### config.mk
export PLATFORM = sky130hd
export DESIGN_NAME = hazard_ctrl
export DESIGN_NICKNAME = d
export VERILOG_FILES = /design/src/rtl/hazard_ctrl.sv
export SDC_FILE = /design/constraint.sdc
export NUM_CORES = 1
export LEC_CHECK = 0
export CAP_MARGIN = 10
export CELL_PAD_IN_SITES_DETAIL_PLACEMENT = 1
export CELL_PAD_IN_SITES_GLOBAL_PLACEMENT = 2
export CORE_ASPECT_RATIO = 1.5
export CORE_UTILIZATION = 28
export DETAILED_ROUTE_END_ITERATION = 10
export HOLD_SLACK_MARGIN = 0.03
export MAX_ROUTING_LAYER = met4
export PLACE_DENSITY = 0.78
export SLEW_MARGIN = 20
export SYNTH_ARGS = -nofsm -noshare
export SYNTH_HDL_FRONTEND = slang
export SYNTH_SLANG_ARGS = --single-unit
### constraint.sdc
create_clock -name clk_i -period 2.7 [get_ports clk_i]
set_input_delay 0.405 -clock clk_i [delete_from_list [all_inputs] [get_ports clk_i]]
set_output_delay 0.405 -clock clk_i [all_outputs]
set_load 0.03 [all_outputs]
### src/rtl/hazard_ctrl.sv
// -----------------------------------------------------------------------------
// hazard_ctrl
// Central pipeline sequencer for the 5-stage core. Combines three hazard
// sources (load-use, taken branch/jump in ID, data-cache miss) into hold,
// flush, bubble and PC-write controls. It owns the cache-miss refill handshake
// FSM and keeps two saturating performance counters.
//
// Ports
//   clk_i, rst_i         clock, synchronous active-high reset
//   id_rs_i, id_rt_i     source register indices of the instruction in ID
//   id_uses_rt_i         ID instruction reads rt as a source
//   ex_memread_i/ex_rt_i load in EX and its destination register
//   id_branch_taken_i    branch resolved taken in ID
//   id_jump_i            jump in ID
//   dcache_miss_i        MEM-stage data cache miss
//   dmem_ack_i           refill complete pulse
//   dmem_req_o           refill request (high while in MISS)
//   pipe_stall_o         freeze every pipeline register and the PC
//   pc_write_o           PC update enable
//   ifid_hd_o            hold IF/ID for a load-use hazard
//   ifid_flush_o         zero IF/ID after a taken branch/jump
//   idex_bubble_o        insert a NOP into ID/EX
//   stall_cnt_o          cycles spent stalled or holding for load-use
//   flush_cnt_o          cycles with an IF/ID flush
// -----------------------------------------------------------------------------
module hazard_ctrl #(
  parameter int REG_W = 5,
  parameter int CNT_W = 32
) (
  input  logic             clk_i,
  input  logic             rst_i,
  input  logic [REG_W-1:0] id_rs_i,
  input  logic [REG_W-1:0] id_rt_i,
  input  logic             id_uses_rt_i,
  input  logic             ex_memread_i,
  input  logic [REG_W-1:0] ex_rt_i,
  input  logic             id_branch_taken_i,
  input  logic             id_jump_i,
  input  logic             dcache_miss_i,
  input  logic             dmem_ack_i,
  output logic             dmem_req_o,
  output logic             pipe_stall_o,
  output logic             pc_write_o,
  output logic             ifid_hd_o,
  output logic             ifid_flush_o,
  output logic             idex_bubble_o,
  output logic [CNT_W-1:0] stall_cnt_o,
  output logic [CNT_W-1:0] flush_cnt_o
);

  typedef enum logic [1:0] {
    ST_RUN    = 2'd0,
    ST_MISS   = 2'd1,
    ST_RESUME = 2'd2
  } state_e;

  state_e           state_q, state_d;
  logic             load_use_s;
  logic [CNT_W-1:0] stall_cnt_q, stall_cnt_d;
  logic [CNT_W-1:0] flush_cnt_q, flush_cnt_d;

  localparam logic [CNT_W-1:0] CNT_MAX = {CNT_W{1'b1}};
  localparam logic [CNT_W-1:0] CNT_ONE = {{(CNT_W-1){1'b0}}, 1'b1};

  // Refill FSM state register.
  always_ff @(posedge clk_i) begin
    if (rst_i) begin
      state_q <= ST_RUN;
    end else begin
      state_q <= state_d;
    end
  end

  // Refill FSM next state; ack is only meaningful in MISS, and a miss seen in
  // RESUME is stale because the line was just filled.
  always_comb begin
    state_d = state_q;
    case (state_q)
      ST_RUN: begin
        if (dcache_miss_i) state_d = ST_MISS;
        else               state_d = ST_RUN;
      end
      ST_MISS: begin
        if (dmem_ack_i) state_d = ST_RESUME;
        else            state_d = ST_MISS;
      end
      ST_RESUME: state_d = ST_RUN;
      default:   state_d = ST_RUN;
    endcase
  end

  // Load-use detection; r0 is hardwired zero so a load to it never hazards.
  always_comb begin
    load_use_s = ex_memread_i && (ex_rt_i != {REG_W{1'b0}}) &&
                 ((ex_rt_i == id_rs_i) || (id_uses_rt_i && (ex_rt_i == id_rt_i)));
  end

  // Pipeline controls: stall beats load-use beats branch/jump flush. While
  // reset is asserted every control is forced low, including pc_write_o.
  always_comb begin
    dmem_req_o    = 1'b0;
    pipe_stall_o  = 1'b0;
    pc_write_o    = 1'b0;
    ifid_hd_o     = 1'b0;
    ifid_flush_o  = 1'b0;
    idex_bubble_o = 1'b0;
    if (rst_i) begin
      pc_write_o = 1'b0;
    end else begin
      dmem_req_o   = (state_q == ST_MISS);
      pipe_stall_o = ((state_q == ST_RUN) && dcache_miss_i) || (state_q == ST_MISS);
      if (pipe_stall_o) begin
        pc_write_o = 1'b0;
      end else if (load_use_s) begin
        // Branch in ID is re-resolved after the bubble, so no flush here.
        ifid_hd_o     = 1'b1;
        idex_bubble_o = 1'b1;
      end else if (id_branch_taken_i || id_jump_i) begin
        ifid_flush_o = 1'b1;
        pc_write_o   = 1'b1;
      end else begin
        pc_write_o = 1'b1;
      end
    end
  end

  // Saturating counter next values.
  always_comb begin
    stall_cnt_d = stall_cnt_q;
    flush_cnt_d = flush_cnt_q;
    if ((pipe_stall_o || ifid_hd_o) && (stall_cnt_q != CNT_MAX)) begin
      stall_cnt_d = stall_cnt_q + CNT_ONE;
    end else begin
      stall_cnt_d = stall_cnt_q;
    end
    if (ifid_flush_o && (flush_cnt_q != CNT_MAX)) begin
      flush_cnt_d = flush_cnt_q + CNT_ONE;
    end else begin
      flush_cnt_d = flush_cnt_q;
    end
  end

  // Performance counter registers.
  always_ff @(posedge clk_i) begin
    if (rst_i) begin
      stall_cnt_q <= {CNT_W{1'b0}};
      flush_cnt_q <= {CNT_W{1'b0}};
    end else begin
      stall_cnt_q <= stall_cnt_d;
      flush_cnt_q <= flush_cnt_d;
    end
  end

  assign stall_cnt_o = stall_cnt_q;
  assign flush_cnt_o = flush_cnt_q;

endmodule

# Yosys cells after proc, flatten, opt, wreduce, memory -nomap -nowiden
# Index checks and enable logic that the tools add are counted.
# word_totals
output_inout_bits,70
register_bits,66
elab_cells,37
inputBits,23
# classes
n_mux,15
add_sub_neg,2
eq_ne,5
n_reduce_logical,12
# ops
op,n
$add A32 B1 Y32 const B,2
$ne A32 B32 Y1 const B,2
$mux W1,13
$eq A5 B5 Y1,2
$logic_and A1 B1 Y1,6
$reduce_bool A5 Y1,1
$logic_or A1 B1 Y1,4
$pmux W2 S2,1
$eq A2 B1 Y1 const B,1
$logic_not A2 Y1,1
$mux W2,1

# Logic depth before layout (Yosys ltp)
# logic_depth
depth_word,9
ltp_mapped,9
depth_no_buf,7

# Worst setup path before layout
# Ideal clock, no wire load.
# synth_timing
path_type,input-to-output
from,input port ex_rt_i[3]
to,output port ifid_hd_o
arrival_ns,2.117
path_buffers,1
path_stages,5
slack_ns,0.178
t_required_ns,2.295
path_cell_list,xor2_1 -> nor4_2 -> a32oi_1 -> nor3_1 -> buf_4
# synth_via
elab_chain_cells,7
word_cells_on_any_way,10
classes_between,eq/ne: 2; mux: 3; reduce/logical: 5
# synth_rtl
item,line_no,text
"start, declared",36,"input logic [REG_W-1:0] ex_rt_i,"
$eq A5 B5 Y1,95,((ex_rt_i == id_rs_i) || (id_uses_rt_i && (ex_rt_i == id_rt_i)));
$logic_and A1 B1 Y1,95,
$logic_or A1 B1 Y1,95,
$logic_and A1 B1 Y1 (*),94,load_use_s = ex_memread_i && (ex_rt_i != {REG_W{1'b0}}) &&
$mux W1 (*) (3 in a row),--,
"end, declared",44,"output logic ifid_hd_o,"
# Every way passes the cells marked *; elsewhere a longest branch is shown, timed or not.

# Final worst setup path
# layout_timing
from,input port ex_rt_i[3]
to,output port ifid_flush_o
# layout_via
elab_chain_cells,7
word_cells_on_any_way,10
classes_between,eq/ne: 2; mux: 3; reduce/logical: 5
# layout_rtl
item,line_no,text
$eq A5 B5 Y1,95,
$logic_and A1 B1 Y1,95,
$logic_or A1 B1 Y1,95,
$logic_and A1 B1 Y1 (*),94,
$mux W1 (*),114,end else if (load_use_s) begin
$mux W1 (*),112,if (pipe_stall_o) begin
$mux W1 (*),107,if (rst_i) begin
"end, declared",45,"output logic ifid_flush_o,"
# Marked as above.

==> results.toml <==
[power]
netSwitchingFraction = 0.225
pwr-share-comb = 0.081
power.switching_mw = 0.538
powerDensity_nw_per_um2 = 461
power.internal_mw = 1.85
peakVddDrop_uv = 254
power.share.clock = 0.505
power_frac_seq = 0.413
p_leak_nw = 1.61
design_power_total_mw = 2.39

[clocking]
cts_tree = "built"
insertion_delay_ns = 0.33
cts-htree-levels = 3
cts.sinks = 66
clk_pin_slew_ns = 0.05
clk_path_buf_depth = 2
post_cts_resized = 0
cts_hold_buf = 0
cts_setup_buffers = 0
cts_made_buffers = 9
cts_root_buf = "clkbuf_16"

[synth]
muxShareOfSynthArea = 0.0216
syn_inst = 439
synth_warnings = 0
synth-adder-area-share = 0.00697
synthXorXnorAreaFrac = 0.0268
synthArstFlopShare = 0
syn_area_per_cell_sq_um = 8.18
seq_area_frac_synth = 0.368
synth-simple-area-share = 0.314
synth_area_leader_cell = "dfxtp_1"
synth_compound_area_frac = 0.218
synth_ff_type = "dfxtp_1"
synth.distinct_cells = 43
synth_fp_nets = 464
yosysTopAreaCellShare = 0.368
netlist_area_sq_um = 3590
synth-edff-count = 0
synth_area_leaders = "dfxtp_1 37%, or4_1 8.4%, o31ai_1 7.1%, a21oi_1 6.7%, nand4_1 4.9%"
synth_top_family_by_area = "simple AND/OR/NAND/NOR gates"
ys_seq_elements = 66

[critical_path]
required_ns = 2.30
arrival_ns = 2.23
r2r-start = "flush_cnt_o[12]"
start_kind = "input pin"
end_kind = "primary output"
critical_path_class = "in2out"
cp-startpoint = "ex_rt_i[3]"
path_max_fanout = 6
reg2reg_depth = 5

[sta]
rsz0062_at_grt = "false"
hold_viol_final = 0
max_slew_margin = 0.643
fmax_ghz = 0.380
skew_ns = 0.00370
timing.final.ws_setup_ns = 0.0692
setup-tns-final_ns = 0
drv_slew = 0
tightest_slew_ns = 0.535
period_minus_slack_ns = 2.63
final.period_utilization = 0.974
finalSetupViolations = 0

[global_route]
grt_pass1_wl_um = 19700
grt_use_total = 0.192
antenna_found_initial = 0
grt_max_degree = 46
grt_pass1_vias = 4003
grt_overflow = 0

[drt]
antenna_left = 0
num_vias = 3974
drc_errors = 0
drt_iter0_drc = 130
avgRoutedWirePerCell_um = 17.0
vias_per_cell = 5.61
drt_first_pass_iters = 4
totalWireLength_um = 12100

[hold_path]
hold_path.class = "in2reg"
hold_path.startpoint = "rst_i"
min_path_cells = 3

[layout]
drive_gt1_frac = 0.123
areaGrowthSynthToFinish_pct = 44.3
final_common_cell = "clkdlybuf4s50_1"
stdcell_count = 708
final_nets = 573
n_antenna_cell = 0
fin_util = 0.414
final_cell_mix = "87 x clkdlybuf4s50_1, 66 x dfxtp_1, 48 x a21oi_1"

[place]
pre_cts_ws_ns = -0.259
hpwl_um = 8820
place_inst = 693
gp_congestion = 0.752
numPortBuffers = 92

[floorplan]
die-area_sq_um = 13300
start_util = 0.287
die_h_um = 141
die_w_um = 94.5
rows = 50
ios = 93
core_area_sq_um = 12500

[outcome]
outcome = "complete, no violations"

[flow_run]
drv_cap = 0
-- Yosys cell counts, drive strengths merged (3+ instances only) --
library cell and n:
or3 13, nor4 8, mux2 6, o21ai 18
nand2 34, a21oi 48, or2 3, clkbuf 19
inv 8, nor3 6, o41ai 6, buf 9
nor2b 6, or4 40, and3 5, o31ai 34
nor2 24, nand4 28, and2 3, o311ai 9
nand3 14, xor2 10, and4 6, dfxtp 66
-- metrics by stage --
step	hold WS, ns	area [sq um]
after floorplan	0.442	3590
after global placement	0.477	4870
after detailed placement	0.484	4870
after CTS	0.468	5180
after global routing	0.511	5180
final	0.476	5180
-- critical path, cell delays in order --
cell and delay [ns]:
clkdlybuf4s50_1 0.45, buf_4 0.16, or4_1 0.49, o21ai_2 0.13
buf_4 0.16, nor2_1 0.06, nor3_1 0.17, buf_4 0.19
-- power groups by stage --
stage	clock, mW	combinational [mW]	sequential (mW)
6_report	1.21	0.195	0.987
5_1_grt	1.27	0.212	0.988
4_1_cts	1.24	0.196	0.987
3_5_place_dp	0	0.195	1.01
3_3_place_gp	0	0.191	1.01
2_1_floorplan	0	0.0872	1.01
-- path summary, 6_finish.rpt --
check | slack, ns | end
worst min register to register | 0.49 | state_q[0]
worst max register to register | 0.36 | flush_cnt_o[27]
worst min-delay path | 0.48 | state_q[1]
worst max-delay path | 0.07 | ifid_flush_o
-- layout make-up --
type | instances | area (sq um)
clock buffers | 13 | 270
clock inverters | 2 | 35.0
fillers | 1498 | 7330
inverters | 8 | 30.0
multi-input cells | 337 | 2120
flip-flops and latches | 66 | 1320
well taps | 156 | 195
repair buffers | 126 | 1210
-- metal layers --
layer,GRT usage,share of wire
met4,0.0646,0.014
met2,0.344,0.53
met5,-,0
met3,0.0329,0.036
met1,0.210,0.42
-- registers in the layout, summed over array words and instances (netlist names) --
| signal | count |
|---|---|
| flush_cnt_o | 32 |
| stall_cnt_o | 32 |
| state_q | 2 |
-- cells by family after synthesis --
family | after synthesis
AOI/OAI and AO/OA | 123
xor gates and xnor gates | 11
adders and majority gates | 2
buffers and inverters | 36
DFF | 66
muxes | 7
and+or+nand+nor | 194
Power figures use the tool's default switching activity.
